### src/rtl/vga_pos_scheduler.sv
// Frame-synchronous position scheduler for the VGA ramIn1/ramIn2 inputs.
// CPU writes land in shadow registers and are committed at vertical-blank start.
module vga_pos_scheduler #(
   parameter int unsigned WIDTH     = 16,
   parameter int unsigned X_MAX     = 640,
   parameter int unsigned STEP      = 1,
   parameter int unsigned FRAME_DIV = 1,
   parameter int unsigned POS2_INIT = 250
) (
   input  logic             clk,
   input  logic             resetN,
   input  logic             vsync,
   input  logic             cpuReq,
   input  logic             cpuSel,
   input  logic [WIDTH-1:0] cpuData,
   output logic             cpuAck,
   input  logic             animEn,
   output logic [WIDTH-1:0] pos1,
   output logic [WIDTH-1:0] pos2,
   output logic             frameStart,
   output logic             busy
);

   localparam int unsigned CNT_W = (FRAME_DIV > 1) ? $clog2(FRAME_DIV) : 1;
   localparam logic [CNT_W-1:0] CNT_LAST = CNT_W'(FRAME_DIV - 1);
   localparam logic [WIDTH:0]   WRAP_AT  = (WIDTH+1)'(X_MAX - STEP);

   typedef enum logic [1:0] {
      IDLE   = 2'd0,
      COMMIT = 2'd1,
      ANIM   = 2'd2
   } state_t;

   state_t             state;
   logic [WIDTH-1:0]   shadow1;
   logic [WIDTH-1:0]   shadow2;
   logic               valid1;
   logic               valid2;
   logic [CNT_W-1:0]   frameCnt;
   logic               vsyncD;
   logic               cpuWon;
   logic               vblankEdge;

   assign vblankEdge = vsyncD & ~vsync;

   always_ff @(posedge clk or negedge resetN) begin
      if (!resetN) begin
         state      <= IDLE;
         pos1       <= '0;
         pos2       <= WIDTH'(POS2_INIT);
         cpuAck     <= 1'b0;
         frameStart <= 1'b0;
         busy       <= 1'b0;
         shadow1    <= '0;
         shadow2    <= '0;
         valid1     <= 1'b0;
         valid2     <= 1'b0;
         frameCnt   <= '0;
         vsyncD     <= 1'b1;
         cpuWon     <= 1'b0;
      end else begin
         vsyncD <= vsync;
         case (state)
            IDLE: begin
               // Outputs are registered, so COMMIT's flags are raised on entry.
               if (vblankEdge) begin
                  state      <= COMMIT;
                  frameStart <= 1'b1;
                  busy       <= 1'b1;
                  cpuAck     <= 1'b0;
               end else if (cpuReq && !cpuAck) begin
                  cpuAck <= 1'b1;
                  if (cpuSel) begin
                     shadow2 <= cpuData;
                     valid2  <= 1'b1;
                  end else begin
                     shadow1 <= cpuData;
                     valid1  <= 1'b1;
                  end
               end else begin
                  cpuAck <= 1'b0;
               end
            end
            COMMIT: begin
               frameStart <= 1'b0;
               cpuAck     <= 1'b0;
               if (valid1) begin
                  pos1   <= shadow1;
                  cpuWon <= 1'b1;
               end else begin
                  cpuWon <= 1'b0;
               end
               if (valid2)
                  pos2 <= shadow2;
               valid1 <= 1'b0;
               valid2 <= 1'b0;
               // Counter holds at its last value; ANIM clears it after a step.
               if (frameCnt != CNT_LAST)
                  frameCnt <= frameCnt + 1'b1;
               if (animEn && (frameCnt == CNT_LAST)) begin
                  state <= ANIM;
                  busy  <= 1'b1;
               end else begin
                  state <= IDLE;
                  busy  <= 1'b0;
               end
            end
            ANIM: begin
               frameCnt <= '0;
               cpuAck   <= 1'b0;
               busy     <= 1'b0;
               state    <= IDLE;
               if (!cpuWon) begin
                  if ({1'b0, pos1} >= WRAP_AT)
                     pos1 <= '0;
                  else
                     pos1 <= pos1 + WIDTH'(STEP);
               end
            end
            default: begin
               state      <= IDLE;
               busy       <= 1'b0;
               frameStart <= 1'b0;
               cpuAck     <= 1'b0;
            end
         endcase
      end
   end

endmodule

### config.mk
export PLATFORM = sky130hd
export DESIGN_NAME = vga_pos_scheduler
export DESIGN_NICKNAME = d
export VERILOG_FILES = /design/src/rtl/vga_pos_scheduler.sv
export SDC_FILE = /design/constraint.sdc
export NUM_CORES = 1
export LEC_CHECK = 0
export ABC_CLOCK_PERIOD_IN_PS = 3310
export CORE_ASPECT_RATIO = 2
export CORE_UTILIZATION = 56
export DETAILED_ROUTE_END_ITERATION = 10
export PLACE_DENSITY = 0.85
export SLEW_MARGIN = 20
export SYNTH_ARGS = -nofsm -noshare
export SYNTH_HDL_FRONTEND = slang
export SYNTH_SLANG_ARGS = --single-unit
export TNS_END_PERCENT = 100
### constraint.sdc
create_clock -name clk -period 3.31 [get_ports clk]
set_clock_uncertainty 0.2 [all_clocks]
set_input_delay 0.4965 -clock clk [delete_from_list [all_inputs] [get_ports clk]]
set_output_delay 0.4965 -clock clk [all_outputs]
set_load 0.005 [all_outputs]
==> impl_metrics.toml, run 1 <==
[status]
status = "completed"

[global_route]
grt_max_degree = 41
overflow = 0
antenna_found_initial = 0
grt_pass1_vias = 2230
grt_usage_pct = 25.9
grt_pass1_wl_mm = 10.7

[route]
drt-wirelength-per-cell_um = 18.8
vias = 2245
wl_mm = 6.68
ant_nets = 0
first_pass_iters = 4
drtIter0Drc = 65
viasPerCell = 6.32
drc_errors = 0

[setup_path]
critPathCaptureType = "register"
start_kind = "register"
cp_max_fo = 9
rrSetupSlack_ps = 1160
reg2reg_depth = 4
critical_path_class = "register to register"
reg2reg_to = "pos1[3]"
cp.arrival_ps = 2230
required_ps = 3390
rr_startpoint = "pos1[13]"

[die]
die_h_um = 108
pin_count = 57
die_width_um = 54.9
core_sq_mm = 0.00542
dieArea_sq_mm = 0.00592
start_util_pct = 57.8
num_rows = 38

[placed_design]
post_dp_cell_area_sq_mm = 0.00373
place_inst = 339
place.gp.congestion = 0.844
dp_hpwl_mm = 4.64
numPortBuffers = 56

[timing]
slew_viol_final = 0
period_needed_ps = 2150
worst_slew_pin_slew_ps = 890
fin_crit_sh_pct = 64.9
slew_headroom_pct = 40.7
rsz0062_at_grt = "false"
hold_viol = 0
tns_ps = 0
setup_violations = 0
fmax_mhz = 466
hold_ws_ps = 74.9

[power_and_ir_drop]
peakVddDrop_v = 0.000698
p_seq_share_pct = 45.2
p_int_mw = 2.39
p_sw_uw = 917
clkPwrFrac_pct = 25.3
power_density_mw_per_mm2 = 830
swShare_pct = 27.8
p_leak_nw = 1.68
pwr-share-comb_pct = 29.5

[yosys]
synth_ff_type = "dfrtp_1"
synthesis.area_sq_mm = 0.00313
synth_cells = 229
ys_types = 45
synth_async_sr_flop_share_pct = 100
postSynthAreaPerCell_sq_um = 13.7
yosys_warnings = 0
synth_seq_cells = 73
synth_seq_area_share_pct = 58.6
synth_edf_count = 0
synth_fp_nets = 252

[cells_and_area]
nFillCells = 381
drive_above_1_share_pct = 27.5
area_growth_pct = 27.0
antenna_cells = 0
nets = 313
stdcell_area_sq_mm = 0.00398
fin_cells = 355

[cts]
numCtsBuffers = 9
cts.repair.resized = 0
insertion_delay_ps = 340
clk_root_buffer_cell = "clkbuf_8"
cts_tree = "yes"
post_cts_buffers = 0
clock_path_buffers = 2
clkTransAtPathRegs_ps = 70
cts_hold_buf = 0
cts_sinks = 73
htree_levels = 3

[worst_hold_path]
hold_class = "input pin to asynchronous set/reset pin"

[flow_run]
drv_cap = 0
registers in the layout, indices dropped and copies added (netlist names), 2 cells and up:
register	count
shadow1	16
pos1	16
pos2	16
shadow2	16
state	2
layout make-up:
class | count | area (sq um) | area share [%]
well taps | 60 | 75.1 | 1.89
repair buffers | 60 | 598 | 15.0
inverters | 5 | 18.8 | 0.472
clock inverters | 5 | 103 | 2.58
clock buffers | 11 | 141 | 3.55
flip-flops and latches | 73 | 1840 | 46.1
multi-input cells | 141 | 1210 | 30.3
power by group through the flow:
stage               combinational (mW)  clock [mW]  sequential (mW)
floorplan                        0.447           0             1.45
global placement                 0.943           0             1.48
detailed placement               0.970           0             1.49
CTS                              0.980       0.851             1.48
global route                      1.05       0.885             1.53
finish                           0.974       0.836             1.49
cells by family (layout without fill, tap and decap cells):
| group | Yosys count | after routing | share of synthesized area (%) |
|---|---|---|---|
| AOI/OAI and AO/OA | 40 | 40 | 10.9 |
| DFF | 73 | 73 | 58.6 |
| and+or+nand+nor | 52 | 52 | 9.90 |
| muxes | 48 | 48 | 17.3 |
| buffers and inverters | 15 | 81 | 2.91 |
| adders and majority gates | 1 | 1 | 0.399 |
cells in the mapped netlist, drive strengths merged (2+ instances only):
library cell | count | area (sq um)
and3 | 2 | 12.5
o31ai | 2 | 15.0
a211oi | 2 | 15.0
a21oi | 5 | 25.0
nor4 | 5 | 46.3
nor2 | 4 | 15.0
a32o | 9 | 90.1
buf | 8 | 63.8
o2bb2ai | 3 | 32.5
nor3 | 9 | 50.1
mux2 | 48 | 541
a21o | 2 | 15.0
dfrtp | 66 | 1650
nand3 | 6 | 30.0
nand2 | 11 | 43.8
nor3b | 2 | 15.0
inv | 5 | 18.8
clkbuf | 2 | 8.75
dfstp | 7 | 184
o21ai | 4 | 20.0
nand2b | 3 | 18.8
nor2b | 4 | 25.0
a211o | 5 | 43.8
a32oi | 2 | 17.5
per-layer routing:
metal	global-route usage, %	wire length (um)	vias to the layer above
li1	-	-	980
met1	30.0	2530	1162
met2	42.1	3740	89
met3	7.20	271	14
met4	12.3	137	0
met5	0	0	-
metrics by stage:
step | worst slack (ps) | power [mW] | util [%]
3_5_place_dp | 857 | 2.46 | 68.9
4_1_cts | 1190 | 3.31 | 73.4
6_report | 1160 | 3.30 | 73.4
5_1_grt | 1040 | 3.46 | 73.4
3_3_place_gp | 897 | 2.42 | 68.9
2_1_floorplan | 1400 | 1.89 | -
critical path, stage by stage, from the launching register on:
cell and delay (ps):
dfrtp_1 420, nor4_1 420, nand3_1 400, nor2_1 450, a211o_1 200
worst max path at each step:
stage                  start  slack [ps]           to
floorplan             cpuReq        1400  shadow1[10]
global placement      cpuReq         900   shadow1[4]
CTS                 pos1[13]        1190      pos1[3]
finish              pos1[13]        1160      pos1[3]
detailed placement    cpuReq         860   shadow1[0]
global route        pos1[13]        1040      pos1[3]
cells in the final DEF (no fill, tap or decap), types with 2 or more instances in the layout:
cell type,n
clkbuf_8,10
nor3_1,8
buf_4,3
nor2_1,4
mux2_2,48
bufinv_16,3
a32oi_1,2
a21oi_1,5
a211o_1,5
nor4_1,4
nand2b_1,3
o31ai_1,2
and3_1,2
clkdlybuf4s50_1,55
nand3_1,6
dfstp_2,7
o2bb2ai_1,2
nor2b_1,4
nand2_1,10
dfrtp_1,66
a211oi_1,2
o21ai_0,3
nor3b_1,2
a21o_1,2
a32o_1,9
inv_1,5
Note: power is estimated with default switching activity, not from simulation.
==> run 2, diff against run 1 <==
- ABC_CLOCK_PERIOD_IN_PS: 3310 -> 2000
- CORE_UTILIZATION: 56 -> 52
- PLACE_DENSITY: 0.85 -> 0.79
- clock period: 3.31 -> 2 ns (I/O delays scaled with it)
==> run 2 against run 1 <==
- the run now ends with design-rule violations left
- wire length up 5.1%
- largest power group unchanged
- power increased by 74%
- core utilization increased by 0.084 points
- worst setup slack worse by 1100 ps
- cell area grew 6.4%
- final cell count grew 6.5%
- first-iteration DRC count up 55%
- via count rose by 0.53%
- die area up 7.5%
- critical path type unchanged
==> impl_metrics.toml, run 2 (synthesis results as in run 1) <==
[power_and_ir_drop]
p_sw_mw = 1.58
totalPowerFinal_mw = 5.75
p_leak_nw = 1.83
power_density_mw_per_mm2 = 1360
p_int_mw = 4.18
swShare_pct = 27.4
pwr-share-comb_pct = 31.1
peakVddDrop_v = 0.000901
clkPwrFrac_pct = 27.0
p_seq_share_pct = 41.9

[die]
dieArea_sq_mm = 0.00636
die_h_um = 112
core_sq_mm = 0.00576
start_util_pct = 54.4
num_rows = 39
pin_count = 57
die_width_um = 56.9

[route]
first_pass_iters = 7
ant_nets = 0
vias = 2257
drc_errors = 6
viasPerCell = 5.97
wl_mm = 7.02
drt-wirelength-per-cell_um = 18.6
drtIter0Drc = 101

[cells_and_area]
area_growth_pct = 35.0
layout_commonest_cell = "dfrtp_1"
nFillCells = 397
drive_above_1_share_pct = 31.5
antenna_cells = 0
nets = 335
mostFrequentLayoutCells = "dfrtp_1, clkdlybuf4s50_1, mux2_2"

[placed_design]
place.gp.congestion = 0.948
dp_hpwl_mm = 4.90
pre_cts_ws_ps = -214
numPortBuffers = 56

[worst_hold_path]
hold_class = "input pin to register"
whs_endpoint = "vsyncD"
holdPathStages = 1
hold_start = "vsync"

[cts]
clock_path_buffers = 2
cts_sinks = 73
clk_root_buffer_cell = "clkbuf_16"
cts_tree = "yes"
insertion_delay_ps = 330
htree_levels = 3
clkTransAtPathRegs_ps = 50
numCtsBuffers = 9

[timing]
fmax_mhz = 518
fin_crit_sh_pct = 96.5
period_needed_ps = 1930
slew_headroom_pct = 73.8
rsz0062_at_grt = "false"
slew_viol_final = 0
worst_slew_pin_slew_ps = 392
worst_slack_ps = 69.9
tns_ps = 0
setup_violations = 0
hold_viol = 0

[setup_path]
cp_max_fo = 6
reg2reg_to = "pos1[2]"
start_kind = "register"
rrSetupSlack_ps = 70
cp.arrival_ps = 2000
startpoint = "pos1[0]"
required_ps = 2070
reg2reg_depth = 6
critPathCaptureType = "register"
critical_path_class = "register to register"
rr_startpoint = "pos1[0]"

[global_route]
antenna_found_initial = 0
grt_usage_pct = 25.1
grt_pass1_wl_mm = 11.7
overflow = 0
grt_pass1_vias = 2412
grt_max_degree = 74

[status]
status = "finished with violations"
violations = "design-rule violations"

[flow_run]
drv_cap = 0
run 2: cell count changes in the layout (fill, tap and decap cells not counted), sizes merged:
| cell | before | now |
|---|---|---|
| clkinvlp | 1 | 0 |
| buf | 5 | 26 |
| clkbuf | 11 | 13 |
| bufinv | 3 | 1 |
| dlygate4sd3 | 0 | 1 |
| clkinv | 1 | 2 |
run 2: repair_timing:
action                                 4_1_cts  5_1_grt
endpoints found under the hold margin       66        0
setup buffers                                0        1
resized for setup                            0        0
setup endpoints to repair                    0        1
hold buffers                                 1        0
run 2: stage by stage:
step                utilization [%]  cell area [sq um]  instances  hold slack [ps]
finish                         73.5               4230        378              199
global route                   73.5               4230        378              216
global placement               68.1               3920        360              152
CTS                            73.3               4220        377              192
detailed placement             68.1               3920        360              153
floorplan                         -               3130        229             -196
run 2: worst max path at each step:
stage / endpoint / slack, ps / cells after the start
after detailed placement: shadow1[10] / -210 / 6
after global placement: shadow1[4] / -170 / 6
final: pos1[2] / 70 / 6
after CTS: shadow2[13] / 70 / 6
after floorplan: shadow1[10] / 120 / 6
after global routing: shadow2[2] / 8 / 6
run 2: metal layers:
metal | GRT usage, % | vias up | wire length [um]
li1 | - | 1025 | -
met1 | 27.3 | 1127 | 2570
met2 | 42.6 | 81 | 3800
met3 | 6.16 | 24 | 353
met4 | 15.9 | 0 | 298
met5 | 0 | - | 0
run 2: worst max-delay path, stage by stage (launching register included):
cell and delay (ps):
dfrtp_1 380, ha_1 220, and4_1 220, a21o_1 200, buf_4 170, nor4b_1 300, a211o_1 160
run 2: cell type report:
cell class              instances  area, sq um  share of cell area, %
flip-flops and latches         73         1840                   43.4
clock buffers                  13          250                   5.92
well taps                      61         76.3                   1.80
multi-input cells             141         1210                   28.5
repair buffers                 82          803                   19.0
inverters                       5         18.8                  0.444
clock inverters                 3         40.0                  0.946
run 2: power by group through the flow:
stage	Sequential (mW)	Combinational, mW	Clock, mW
6_report	2.41	1.79	1.55
5_1_grt	2.48	1.92	1.65
4_1_cts	2.41	1.80	1.58
3_5_place_dp	2.42	1.78	0
3_3_place_gp	2.40	1.73	0
2_1_floorplan	2.40	0.740	0
==> run 3, diff against run 2 <==
- HOLD_SLACK_MARGIN: not set -> 0.06
==> results of run 3 <==
Final layout, timing and power as in run 2 (identical DEF).
